--- src/rtl/sub44_pkg.sv ---
`default_nettype none
// ============================================================================
// Module   : sub44_pkg
// Brief    : Shared widths, default chunk size and FSM state encoding for the
//            44-bit multi-cycle subtractor.
// Revision : 1.0 - initial release
// ============================================================================
package sub44_pkg;

   localparam int OPA_W           = 44;   // minuend width
   localparam int OPB_W           = 43;   // subtrahend width (zero-extended)
   localparam int RES_W           = 45;   // {borrow, difference}
   localparam int CHUNK_W_DEFAULT = 11;   // bits processed per cycle

   typedef enum logic [1:0] {
      IDLE = 2'd0,
      BUSY = 2'd1,
      DONE = 2'd2
   } sub44_state_t;

endpackage : sub44_pkg
`default_nettype wire

--- src/rtl/chunk_subtractor.sv ---
`default_nettype none
// ============================================================================
// Module   : chunk_subtractor
// Brief    : Combinational W-bit subtractor with borrow in/out. One instance
//            is time-multiplexed across all chunks of the 44-bit operands.
// Revision : 1.0 - initial release
// ============================================================================
module chunk_subtractor #(
   parameter int W = 11
) (
   input  logic [W-1:0] a,
   input  logic [W-1:0] b,
   input  logic         borrow_in,
   output logic [W-1:0] diff,
   output logic         borrow_out
);

   // One extra bit catches the borrow: a negative result wraps into bit W.
   logic [W:0] w_full;

   assign w_full     = {1'b0, a} - {1'b0, b} - {{W{1'b0}}, borrow_in};
   assign diff       = w_full[W-1:0];
   assign borrow_out = w_full[W];

endmodule : chunk_subtractor
`default_nettype wire

--- src/rtl/custom_subtractor44_seq.sv ---
`default_nettype none
// ============================================================================
// Module   : custom_subtractor44_seq
// Brief    : Multi-cycle 44-bit subtractor, Diff = {1'b0,A} - {2'b0,B}.
//            Subtracts CHUNK_W bits per cycle with a registered borrow chain;
//            valid/ready handshakes on both operand and result sides.
//            Optional macro SUB44_ZERO_FLAG_EN adds the Zero output.
//            CHUNK_W must divide 44 (1, 2, 4, 11, 22, 44).
// Revision : 1.0 - initial release
// ============================================================================
module custom_subtractor44_seq
   import sub44_pkg::*;
#(
   parameter int CHUNK_W = CHUNK_W_DEFAULT
) (
   input  logic             clk,
   input  logic             rst_n,
   input  logic             in_valid,
   output logic             in_ready,
   input  logic [OPA_W-1:0] A,
   input  logic [OPB_W-1:0] B,
   output logic             out_valid,
   input  logic             out_ready,
   output logic [RES_W-1:0] Diff
`ifdef SUB44_ZERO_FLAG_EN
   ,
   output logic             Zero
`endif
);

   localparam int N_CHUNKS = OPA_W / CHUNK_W;
   localparam int CNT_W    = (N_CHUNKS > 1) ? $clog2(N_CHUNKS) : 1;
   localparam logic [CNT_W-1:0] c_LAST = CNT_W'(N_CHUNKS - 1);

   sub44_state_t       r_state;
   sub44_state_t       w_next_state;
   logic [CNT_W-1:0]   r_cnt;
   logic [OPA_W-1:0]   r_a;        // minuend, shifted right one chunk per cycle
   logic [OPA_W-1:0]   r_b;        // zero-extended subtrahend, shifted likewise
   logic [OPA_W-1:0]   r_res;      // result, filled from the top chunk downwards
   logic               r_borrow;
   logic               w_accept;
   logic               w_out_fire;
   logic               w_busy;
   logic               w_last;
   logic [CHUNK_W-1:0] w_diff;
   logic               w_borrow_out;
   logic [OPA_W-1:0]   w_res_next;

   assign w_accept   = in_valid && in_ready;
   assign w_out_fire = out_valid && out_ready;
   assign w_busy     = (r_state == BUSY);
   assign w_last     = (r_cnt == c_LAST);

   // Operand shifting means the active chunk is always the low slice, so the
   // single subtractor sees no wide operand mux.
   chunk_subtractor #(
      .W (CHUNK_W)
   ) u_chunk (
      .a          (r_a[CHUNK_W-1:0]),
      .b          (r_b[CHUNK_W-1:0]),
      .borrow_in  (r_borrow),
      .diff       (w_diff),
      .borrow_out (w_borrow_out)
   );

   // Result slot register: after N_CHUNKS shifts chunk 0 lands in the low bits.
   generate
      if (N_CHUNKS == 1) begin : g_single
         assign w_res_next = w_diff;
      end else begin : g_multi
         assign w_res_next = {w_diff, r_res[OPA_W-1:CHUNK_W]};
      end
   endgenerate

   // State register.
   always_ff @(posedge clk or negedge rst_n) begin
      if (!rst_n) r_state <= IDLE;
      else        r_state <= w_next_state;
   end

   // Next-state logic.
   always_comb begin
      w_next_state = r_state;
      case (r_state)
         IDLE:    if (w_accept)   w_next_state = BUSY;
         BUSY:    if (w_last)     w_next_state = DONE;
         DONE:    if (w_out_fire) w_next_state = IDLE;
         default:                 w_next_state = IDLE;
      endcase
   end

   // Handshake outputs decoded from state.
   always_comb begin
      in_ready  = (r_state == IDLE);
      out_valid = (r_state == DONE);
   end

   // Datapath: capture on accept, one chunk per BUSY cycle, hold otherwise.
   always_ff @(posedge clk or negedge rst_n) begin
      if (!rst_n) begin
         r_cnt    <= '0;
         r_a      <= '0;
         r_b      <= '0;
         r_res    <= '0;
         r_borrow <= 1'b0;
      end else if (w_accept) begin
         r_cnt    <= '0;
         r_a      <= A;
         r_b      <= {1'b0, B};
         r_borrow <= 1'b0;
      end else if (w_busy) begin
         r_cnt    <= r_cnt + 1'b1;
         r_a      <= r_a >> CHUNK_W;
         r_b      <= r_b >> CHUNK_W;
         r_res    <= w_res_next;
         r_borrow <= w_borrow_out;
      end
   end

   assign Diff = {r_borrow, r_res};

`ifdef SUB44_ZERO_FLAG_EN
   logic r_nonzero;

   // Sticky record of any nonzero chunk result within the current operation.
   always_ff @(posedge clk or negedge rst_n) begin
      if (!rst_n)        r_nonzero <= 1'b0;
      else if (w_accept) r_nonzero <= 1'b0;
      else if (w_busy)   r_nonzero <= r_nonzero | (|w_diff);
   end

   assign Zero = ~r_nonzero & ~r_borrow;
`endif

endmodule : custom_subtractor44_seq
`default_nettype wire

--- config.mk ---
export PLATFORM = sky130hd
export DESIGN_NAME = custom_subtractor44_seq
export DESIGN_NICKNAME = d
export VERILOG_FILES = /design/src/rtl/sub44_pkg.sv /design/src/rtl/chunk_subtractor.sv /design/src/rtl/custom_subtractor44_seq.sv
export SDC_FILE = /design/constraint.sdc
export NUM_CORES = 1
export LEC_CHECK = 0
export ABC_CLOCK_PERIOD_IN_PS = 2820
export CAP_MARGIN = 20
export CORE_MARGIN = 8
export CORE_UTILIZATION = 51
export DETAILED_ROUTE_END_ITERATION = 12
export GPL_TIMING_DRIVEN = 0
export PLACE_DENSITY = 0.85
export SYNTH_ARGS = -nofsm -noshare
export SYNTH_HDL_FRONTEND = slang
export SYNTH_SLANG_ARGS = --single-unit
--- constraint.sdc ---
create_clock -name clk -period 2.82 [get_ports clk]
set_input_delay 0.564 -clock clk [delete_from_list [all_inputs] [get_ports clk]]
set_output_delay 0.564 -clock clk [all_outputs]
set_load 0.01 [all_outputs]
==> results.yml, run 1 <==
route:
  vias: 5486
  drc: 0
  vias_per_cell: 5.587
  ant_nets: 0
  dr.pass1.iters: 6
  wl_um: 17130
  wl_per_cell_um: 17.44
  drt_iter0_markers: 454
grt:
  grt-ovfl-total: 0
  grt_pass1_vias: 5801
  grt_usage_pct: 22.14
  grt_pass1_wl_um: 28320
  antenna_found_initial: 0
  grt_max_degree: 93
die:
  dieWidth_um: 125.9
  pin_count: 138
  rows: 40
  start_util_pct: 51.75
  fp.dieH_um: 125.9
  dieArea_um2: 15860
  fp.coreArea_um2: 11910
clocking:
  cts_sinks: 136
  cts_resized: 0
  postCtsHoldBufs: 0
  cts_made_buffers: 17
  cts_tree: "built"
  cts_root_buf: "clkbuf_16"
  cts_setup_buffers: 0
  htree_levels: 4
  clk_pin_slew_worst_paths_ps: 60
  clk_latency_ps: 420
  cts_buffer_depth: 2
setup_path:
  rr_endpoint: "r_res[43]"
  crit_required_ps: 3150
  r2r_slack_ps: 220
  crit_fanout: 3
  worstSetupPathType: "reg2reg"
  cp.arrival_ps: 2930
  start_kind: "flop"
  crit_path_start: "r_a[0]"
  reg2reg_from: "r_a[0]"
  worstSetupEndpointType: "flop"
  ff2ff_path_depth: 7
sta:
  slew_viol_final: 0
  worst_slew_pin_slew_ps: 587.1
  fin_skew_ps: 6.339
  post-route-period-util_pct: 92.18
  rsz0062_at_grt: "false"
  finalSetupTns_ps: 0
  fin_crit_ps: 2599
  hold_viol_final: 0
  hold_slack_ps: 67.08
  fmax_mhz: 384.7
  relSlewSlack_pct: 60.86
  report.final.setup_viol: 0
synth:
  avgSynthCellArea_um2: 9.270
  synth_nets: 779
  synth-seq-cells: 136
  yosysUniqueCellTypes: 43
  yosys_warnings: 0
  syn-cell-area_um2: 6165
  synthCells: 665
  ys_seq_area_share_pct: 55.21
layout:
  antenna_cells: 0
  final_cell_mix: "nand2_1 (271), clkdlybuf4s50_1 (136), dfrtp_1 (136)"
  mostFrequentLayoutCell: "nand2_1"
  area_growth_pct: 36.33
  final_util_pct: 70.56
  nets: 936
  drive_above_1_share_pct: 7.784
place:
  portBuffers: 137
  dp_hpwl_um: 12680
  gp_congestion: 0.8862
power:
  power.density_nw_per_um2: 1383
  power_leakage_nw: 4.052
  irDropWorstVdd_v: 0.0005682
worst_hold_path:
  min_path_type: "in2async"
job:
  cap_viol_max_count: 0
outcome:
  status: "completed"
-- how the worst max path moves through the flow --
| stage | to | slack, ps | depth (start not counted) |
|---|---|---|---|
| global route | r_res[43] | 150 | 7 |
| finish | r_res[43] | 220 | 7 |
| detailed placement | r_res[43] | 290 | 7 |
| floorplan | r_res[43] | 480 | 7 |
| global placement | r_b[37] | -3830 | 1 |
| CTS | r_res[43] | 260 | 7 |
-- final cells by class --
| cell class | count | area [um2] |
|---|---|---|
| repair buffers | 138 | 1400 |
| inverters | 30 | 112.6 |
| fillers | 856 | 3507 |
| multi-input cells | 456 | 2451 |
| clock buffers | 21 | 460.4 |
| plain buffers | 43 | 197.7 |
| clock inverters | 11 | 195.2 |
| well taps | 147 | 183.9 |
| flip-flops and latches | 136 | 3403 |
-- metrics by stage --
step	worst slack (ps)	area (um2)	cells	power, mW
6_report	220.6	8404	982	11.63
5_1_grt	148.3	8404	982	12.45
4_1_cts	261.7	8404	982	11.61
3_5_place_dp	293.3	7749	950	9.076
3_3_place_gp	-3827	7720	949	8.759
2_1_floorplan	484.5	6165	665	7.084
-- registers in the layout, indices dropped and copies added (netlist names) --
signal	count
r_res	44
r_cnt	2
r_borrow	1
r_state	2
r_a	44
r_b	43
-- power by group --
part,switching [mW],internal [mW]
logic,3.29,2.40
clock network,0.820,1.62
registers,0.607,2.89
-- metal layers --
layer  part of all wire, %  up-vias  track usage [%]
met5                     0        -                0
met4                   3.2        0            10.54
met3                   7.9       54            6.160
met2                    49      272            36.67
met1                    40     2619            26.18
li1                      -     2541                -
-- worst max-delay path, cell delays in order, from the launching register on --
cell and delay [ps]:
dfrtp_1 410, fa_1 490, fa_1 410, nand2b_4 180, a2111oi_4 440, nor4bb_1 140, o21a_1 220, o31ai_2 200
-- cells by family (layout without fill, tap and decap cells) --
group                      after synthesis  after routing  synth area share, %
and+or+nand+nor                        305            305                19.75
DFF                                    136            136                55.21
AOI/OAI and AO/OA                      121            121                14.11
buffers and inverters                   73            243                5.033
adders and majority gates               23             23                4.912
xor gates and xnor gates                 7              7               0.9945
-- cell usage after synthesis --
cell       count  share of area (%)
o311a_1        1               0.16
o21ai_1        2               0.16
inv_1         30                1.8
nand2_1      271                 17
nor3_1        13                1.1
nor4bb_1       1               0.16
ha_1          21                4.3
a2bb2oi_1      1               0.14
a2111oi_4      1               0.45
nand3_1        2               0.16
o21bai_1       1               0.12
xor2_1         3               0.43
fa_1           2               0.65
nand4_1        3               0.30
a22o_1         1               0.14
o21ai_0       33                2.7
a21oi_1        4               0.32
dfrtp_1      136                 55
a21o_1         2               0.24
o21a_1         1               0.12
clkbuf_1      15               0.91
buf_2         26                2.1
or4_1          1               0.12
xnor2_1        4               0.57
buf_1          1              0.061
a31oi_1        3               0.30
o31ai_2        1               0.20
nand3b_1       1               0.12
a22oi_1       54                6.6
or3_1          1               0.10
nand2b_1       2               0.20
and3_1         1               0.10
and4_1         1               0.14
and2_1         1               0.10
a31o_2         1               0.14
a21oi_2        2               0.28
a221o_1       11                1.8
o31ai_1        1               0.12
buf_4          1               0.12
a2111oi_0      1               0.14
nor2_1         4               0.24
nor2b_1        2               0.20
nand2b_4       1               0.22
(Power assumes the default switching activity.)
==> run 2: changes to the inputs <==
--- a/config.mk
+++ b/config.mk
@@ -10,7 +10,6 @@
 export CORE_MARGIN = 8
 export CORE_UTILIZATION = 51
 export DETAILED_ROUTE_END_ITERATION = 12
-export GPL_TIMING_DRIVEN = 0
 export PLACE_DENSITY = 0.85
 export SYNTH_ARGS = -nofsm -noshare
 export SYNTH_HDL_FRONTEND = slang
==> run 2 against run 1 <==
Against the previous run: register-to-register slack better by 60 ps; largest power group unchanged; critical endpoint unchanged; non-clock buffer count down 33; highest routed layer unchanged; via count down 6.1%.
==> results.yml, run 2 (same netlist as run 1, synthesis figures left out) <==
setup_path:
  crit_required_ps: 3140
  crit_path_start: "r_a[0]"
  cp.arrival_ps: 2860
  worstSetupPathType: "reg2reg"
  r2r_slack_ps: 280
  worstSetupEndpointType: "flop"
  rr_endpoint: "r_res[43]"
  start_kind: "flop"
  crit_fanout: 3
  reg2reg_from: "r_a[0]"
  ff2ff_path_depth: 7
  cp-endpoint: "r_res[43]"
sta:
  relSlewSlack_pct: 45.56
  slew_viol_final: 0
  worst_slew_pin_slew_ps: 816.7
  report.final.setup_viol: 0
  rsz0062_at_grt: "false"
  fin_skew_ps: 8.280
  post-route-period-util_pct: 90.10
  finalSetupTns_ps: 0
  hold_viol_final: 0
  fin_crit_ps: 2541
  fmax_mhz: 393.6
route:
  vias: 5153
  wl_per_cell_um: 16.07
  ant_nets: 0
  dr.pass1.iters: 6
  wl_um: 15250
  drc: 0
  drt_iter0_markers: 380
  vias_per_cell: 5.430
clocking:
  cts_setup_buffers: 0
  cts_buffer_depth: 2
  cts_tree: "built"
  htree_levels: 4
  cts_sinks: 136
  clk_latency_ps: 420
  cts_made_buffers: 17
  cts_root_buf: "clkbuf_16"
  cts_resized: 0
  postCtsHoldBufs: 0
  clk_pin_slew_worst_paths_ps: 50
layout:
  antenna_cells: 0
  fin_cells: 949
  multi_input_area_um2: 2471
  final_cell_mix: "nand2_1 (271), clkdlybuf4s50_1 (136), dfrtp_1 (136)"
  top_regs: "r_a x44, r_res x44, r_b x43"
  seq_area_um2: 3403
  drive_above_1_share_pct: 6.484
  nets: 903
  area_growth_pct: 34.20
  mostFrequentLayoutCell: "nand2_1"
  fillers: 878
  fin_area_um2: 8273
die:
  dieArea_um2: 15860
  fp.coreArea_um2: 11910
  fp.dieH_um: 125.9
  dieWidth_um: 125.9
  pin_count: 138
  start_util_pct: 51.75
  rows: 40
grt:
  grt_pass1_vias: 5434
  grt_pass1_wl_um: 25720
  grt_max_degree: 123
  antenna_found_initial: 0
  grt-ovfl-total: 0
  grt_usage_pct: 19.70
place:
  gp_congestion: 0.8565
  portBuffers: 137
  dp_hpwl_um: 10910
  place_inst: 917
  placed_area_um2: 7651
power:
  irDropWorstVdd_v: 0.0006025
  power.density_nw_per_um2: 1360
  power_leakage_nw: 3.958
outcome:
  status: "completed"
job:
  cap_viol_max_count: 0
worst_hold_path:
  min_path_type: "in2async"
run 2: report_power, final:
group / internal (mW) / total [mW] / leakage (nW) / switching, mW
clock: 1.50 / 2.31 / 0.296 / 0.815
sequential: 2.88 / 3.45 / 1.72 / 0.563
combinational: 2.36 / 5.49 / 1.94 / 3.13
total: 6.75 / 11.3 / 3.96 / 4.51
run 2: stage by stage:
stage / total power, mW / hold slack, ps / setup slack, ps / utilization (%)
after global routing: 12.12 / 283.8 / 138.0 / 69.45
after floorplan: 7.084 / 268.4 / 484.5 / -
after detailed placement: 8.920 / 462.0 / 319.4 / 64.23
after global placement: 8.590 / 456.6 / 417.0 / 64.23
final: 11.25 / 213.7 / 279.2 / 69.45
after CTS: 11.30 / 250.0 / 292.1 / 69.45
run 2: worst min-delay path by stage:
stage | from | end | depth (start not counted)
floorplan | rst_n | r_a[0] | 0
global placement | r_res[8] | r_res[8] | 2
detailed placement | r_res[1] | r_res[1] | 2
CTS | rst_n | r_res[9] | 1
global route | rst_n | r_res[14] | 1
finish | rst_n | r_res[14] | 1
run 2: cell type report:
| class | count | share of cell area, % |
|---|---|---|
| clock buffers | 20 | 5.399 |
| well taps | 147 | 2.223 |
| flip-flops and latches | 136 | 41.14 |
| clock inverters | 12 | 2.117 |
| repair buffers | 148 | 17.89 |
| inverters | 30 | 1.361 |
| multi-input cells | 456 | 29.87 |
run 2: per-layer routing:
metal / vias to the layer above / global-route usage [%] / wire length, um
met5: - / 0 / 0
li1: 2459 / - / -
met3: 23 / 6.793 / 1086
met2: 198 / 31.77 / 7234
met1: 2473 / 23.97 / 6669
met4: 0 / 7.289 / 257
run 2: critical path: stages, from the launching register on:
cell       delay (ps)
dfrtp_1           400
fa_1              490
fa_1              420
nand2b_4          180
a2111oi_4         400
nor4bb_1          130
o21a_1            220
o31ai_2           220
==> run 3: changes to the inputs <==
--- a/config.mk
+++ b/config.mk
@@ -7,10 +7,12 @@
 export LEC_CHECK = 0
 export ABC_CLOCK_PERIOD_IN_PS = 2820
 export CAP_MARGIN = 20
+export CELL_PAD_IN_SITES_DETAIL_PLACEMENT = 1
+export CELL_PAD_IN_SITES_GLOBAL_PLACEMENT = 1
 export CORE_MARGIN = 8
-export CORE_UTILIZATION = 51
+export CORE_UTILIZATION = 38
 export DETAILED_ROUTE_END_ITERATION = 12
-export PLACE_DENSITY = 0.85
+export PLACE_DENSITY = 0.84
 export SYNTH_ARGS = -nofsm -noshare
 export SYNTH_HDL_FRONTEND = slang
 export SYNTH_SLANG_ARGS = --single-unit
==> run 3 against run 2 <==
Against the previous run: clock power about the same; die area grew 30%; clock-buffer cell count grew 1; wire length grew 19%; largest cell class unchanged; largest power group unchanged; highest routed layer unchanged.
==> results.yml, run 3 (same netlist as run 1, synthesis figures left out) <==
layout:
  seq_area_um2: 3403
  fillers: 1816
  antenna_cells: 0
  area_growth_pct: 35.46
  fin_area_um2: 8351
  final_util_pct: 52.57
  top_regs: "r_a x44, r_res x44, r_b x43"
  nets: 903
  multi_input_area_um2: 2471
  drive_above_1_share_pct: 6.125
  final_cell_mix: "nand2_1 (271), clkdlybuf4s50_1 (136), dfrtp_1 (136)"
  mostFrequentLayoutCell: "nand2_1"
route:
  dr.pass1.iters: 7
  ant_nets: 0
  wl_um: 18180
  vias_per_cell: 5.121
  vias: 5203
  drc: 0
  wl_per_cell_um: 17.89
  drt_iter0_markers: 173
power:
  power_switching_mw: 4.729
  power_leakage_nw: 3.955
  power_frac_comb_pct: 49.7
  total_power_mw: 11.48
  internal-power_mw: 6.755
  power_frac_seq_pct: 30.3
  netSwitchingFraction_pct: 41.18
  irDropWorstVdd_v: 0.0005901
  power.density_nw_per_um2: 1375
  power.share.clock_pct: 20.1
sta:
  fin_crit_ps: 2592
  rsz0062_at_grt: "false"
  slew_viol_final: 0
  finalSetupTns_ps: 0
  report.final.setup_viol: 0
  relSlewSlack_pct: 59.02
  fmax_mhz: 385.7
  setup_slack_ps: 227.6
  hold_viol_final: 0
  worst_slew_pin_slew_ps: 614.7
  fin_skew_ps: 6.245
  post-route-period-util_pct: 91.93
place:
  dp_slack_ps: 315.1
  portBuffers: 137
  gp_congestion: 0.8041
  placed_area_um2: 7750
  dp_hpwl_um: 13130
die:
  pin_count: 138
  start_util_pct: 38.81
  dieWidth_um: 143.4
  fp.coreArea_um2: 15890
  dieArea_um2: 20560
  fp.dieH_um: 143.4
  rows: 46
worst_hold_path:
  min_path_type: "in2async"
grt:
  grt_pass1_vias: 5742
  grt_pass1_wl_um: 29730
  antenna_found_initial: 0
  grt_usage_pct: 18.41
  grt_max_degree: 70
  grt-ovfl-total: 0
setup_path:
  path_common_cell: "fa_1"
  worstSetupEndpointType: "flop"
  r2r_slack_ps: 230
  cp.arrival_ps: 2880
  start_kind: "flop"
  ff2ff_path_depth: 7
  max_stage_delay_ps: 480
  worstSetupPathType: "reg2reg"
  rr_endpoint: "r_res[43]"
  reg2reg_from: "r_a[0]"
  crit_required_ps: 3110
  crit_fanout: 3
  crit_chain: "fa_1 -> fa_1 -> nand2b_4 -> a2111oi_4 -> nor4bb_1 -> nor3_1 -> o31ai_2"
  cpMaxStageDelayCell: "fa_1"
clocking:
  cts_root_buf: "clkbuf_16"
  htree_levels: 4
  cts_tree: "built"
  clk_latency_ps: 410
  cts_made_buffers: 17
  cts_setup_buffers: 0
  cts_sinks: 136
  clk_pin_slew_worst_paths_ps: 60
  cts_resized: 0
  cts_buffer_depth: 2
  postCtsHoldBufs: 0
outcome:
  status: "completed"
job:
  cap_viol_max_count: 0
-- run 3: worst max-delay path by stage --
stage                       from         to  slack, ps  depth (start not counted)
final                     r_a[0]  r_res[43]        230                          7
after CTS                 r_a[0]  r_res[43]        270                          7
after detailed placement  r_a[0]  r_res[43]        320                          7
after global placement    r_a[0]  r_res[43]        410                          7
after global routing      r_a[0]  r_res[43]        150                          7
after floorplan           r_a[0]  r_res[43]        480                          7
-- run 3: final cells by class --
type,instances,share of cell area [%]
flip-flops and latches,136,40.76
multi-input cells,456,29.59
repair buffers,148,17.88
clock buffers,21,5.394
well taps,216,3.236
clock inverters,9,1.798
inverters,30,1.349
-- run 3: per-layer routing --
metal	track usage [%]	part of all wire, %	vias to the layer above
met4	6.918	2.6	0
li1	-	-	2460
met1	21.01	41	2551
met5	0	0	-
met2	31.21	49	163
met3	6.470	7.2	29
-- run 3: power groups by stage --
stage	registers (mW)	logic [mW]	clock network (mW)
after floorplan	3.45	3.63	0
after global placement	3.43	5.30	0
after detailed placement	3.51	5.66	0
after CTS	3.49	5.77	2.34
after global routing	3.59	6.33	2.42
final	3.48	5.70	2.30
-- run 3: critical path, delay by kind of cell (launching register included) --
family,cells,cell delay (ps)
fa+ha+maj,2,900
compound gates,2,490
flops,1,400
simple gates,3,680
-- run 3: through the flow --
stage | std cells | hold slack [ps]
floorplan | 665 | 268.4
global placement | 986 | 456.9
detailed placement | 986 | 464.2
CTS | 1016 | 143.7
global route | 1016 | 163.2
finish | 1016 | 123.7
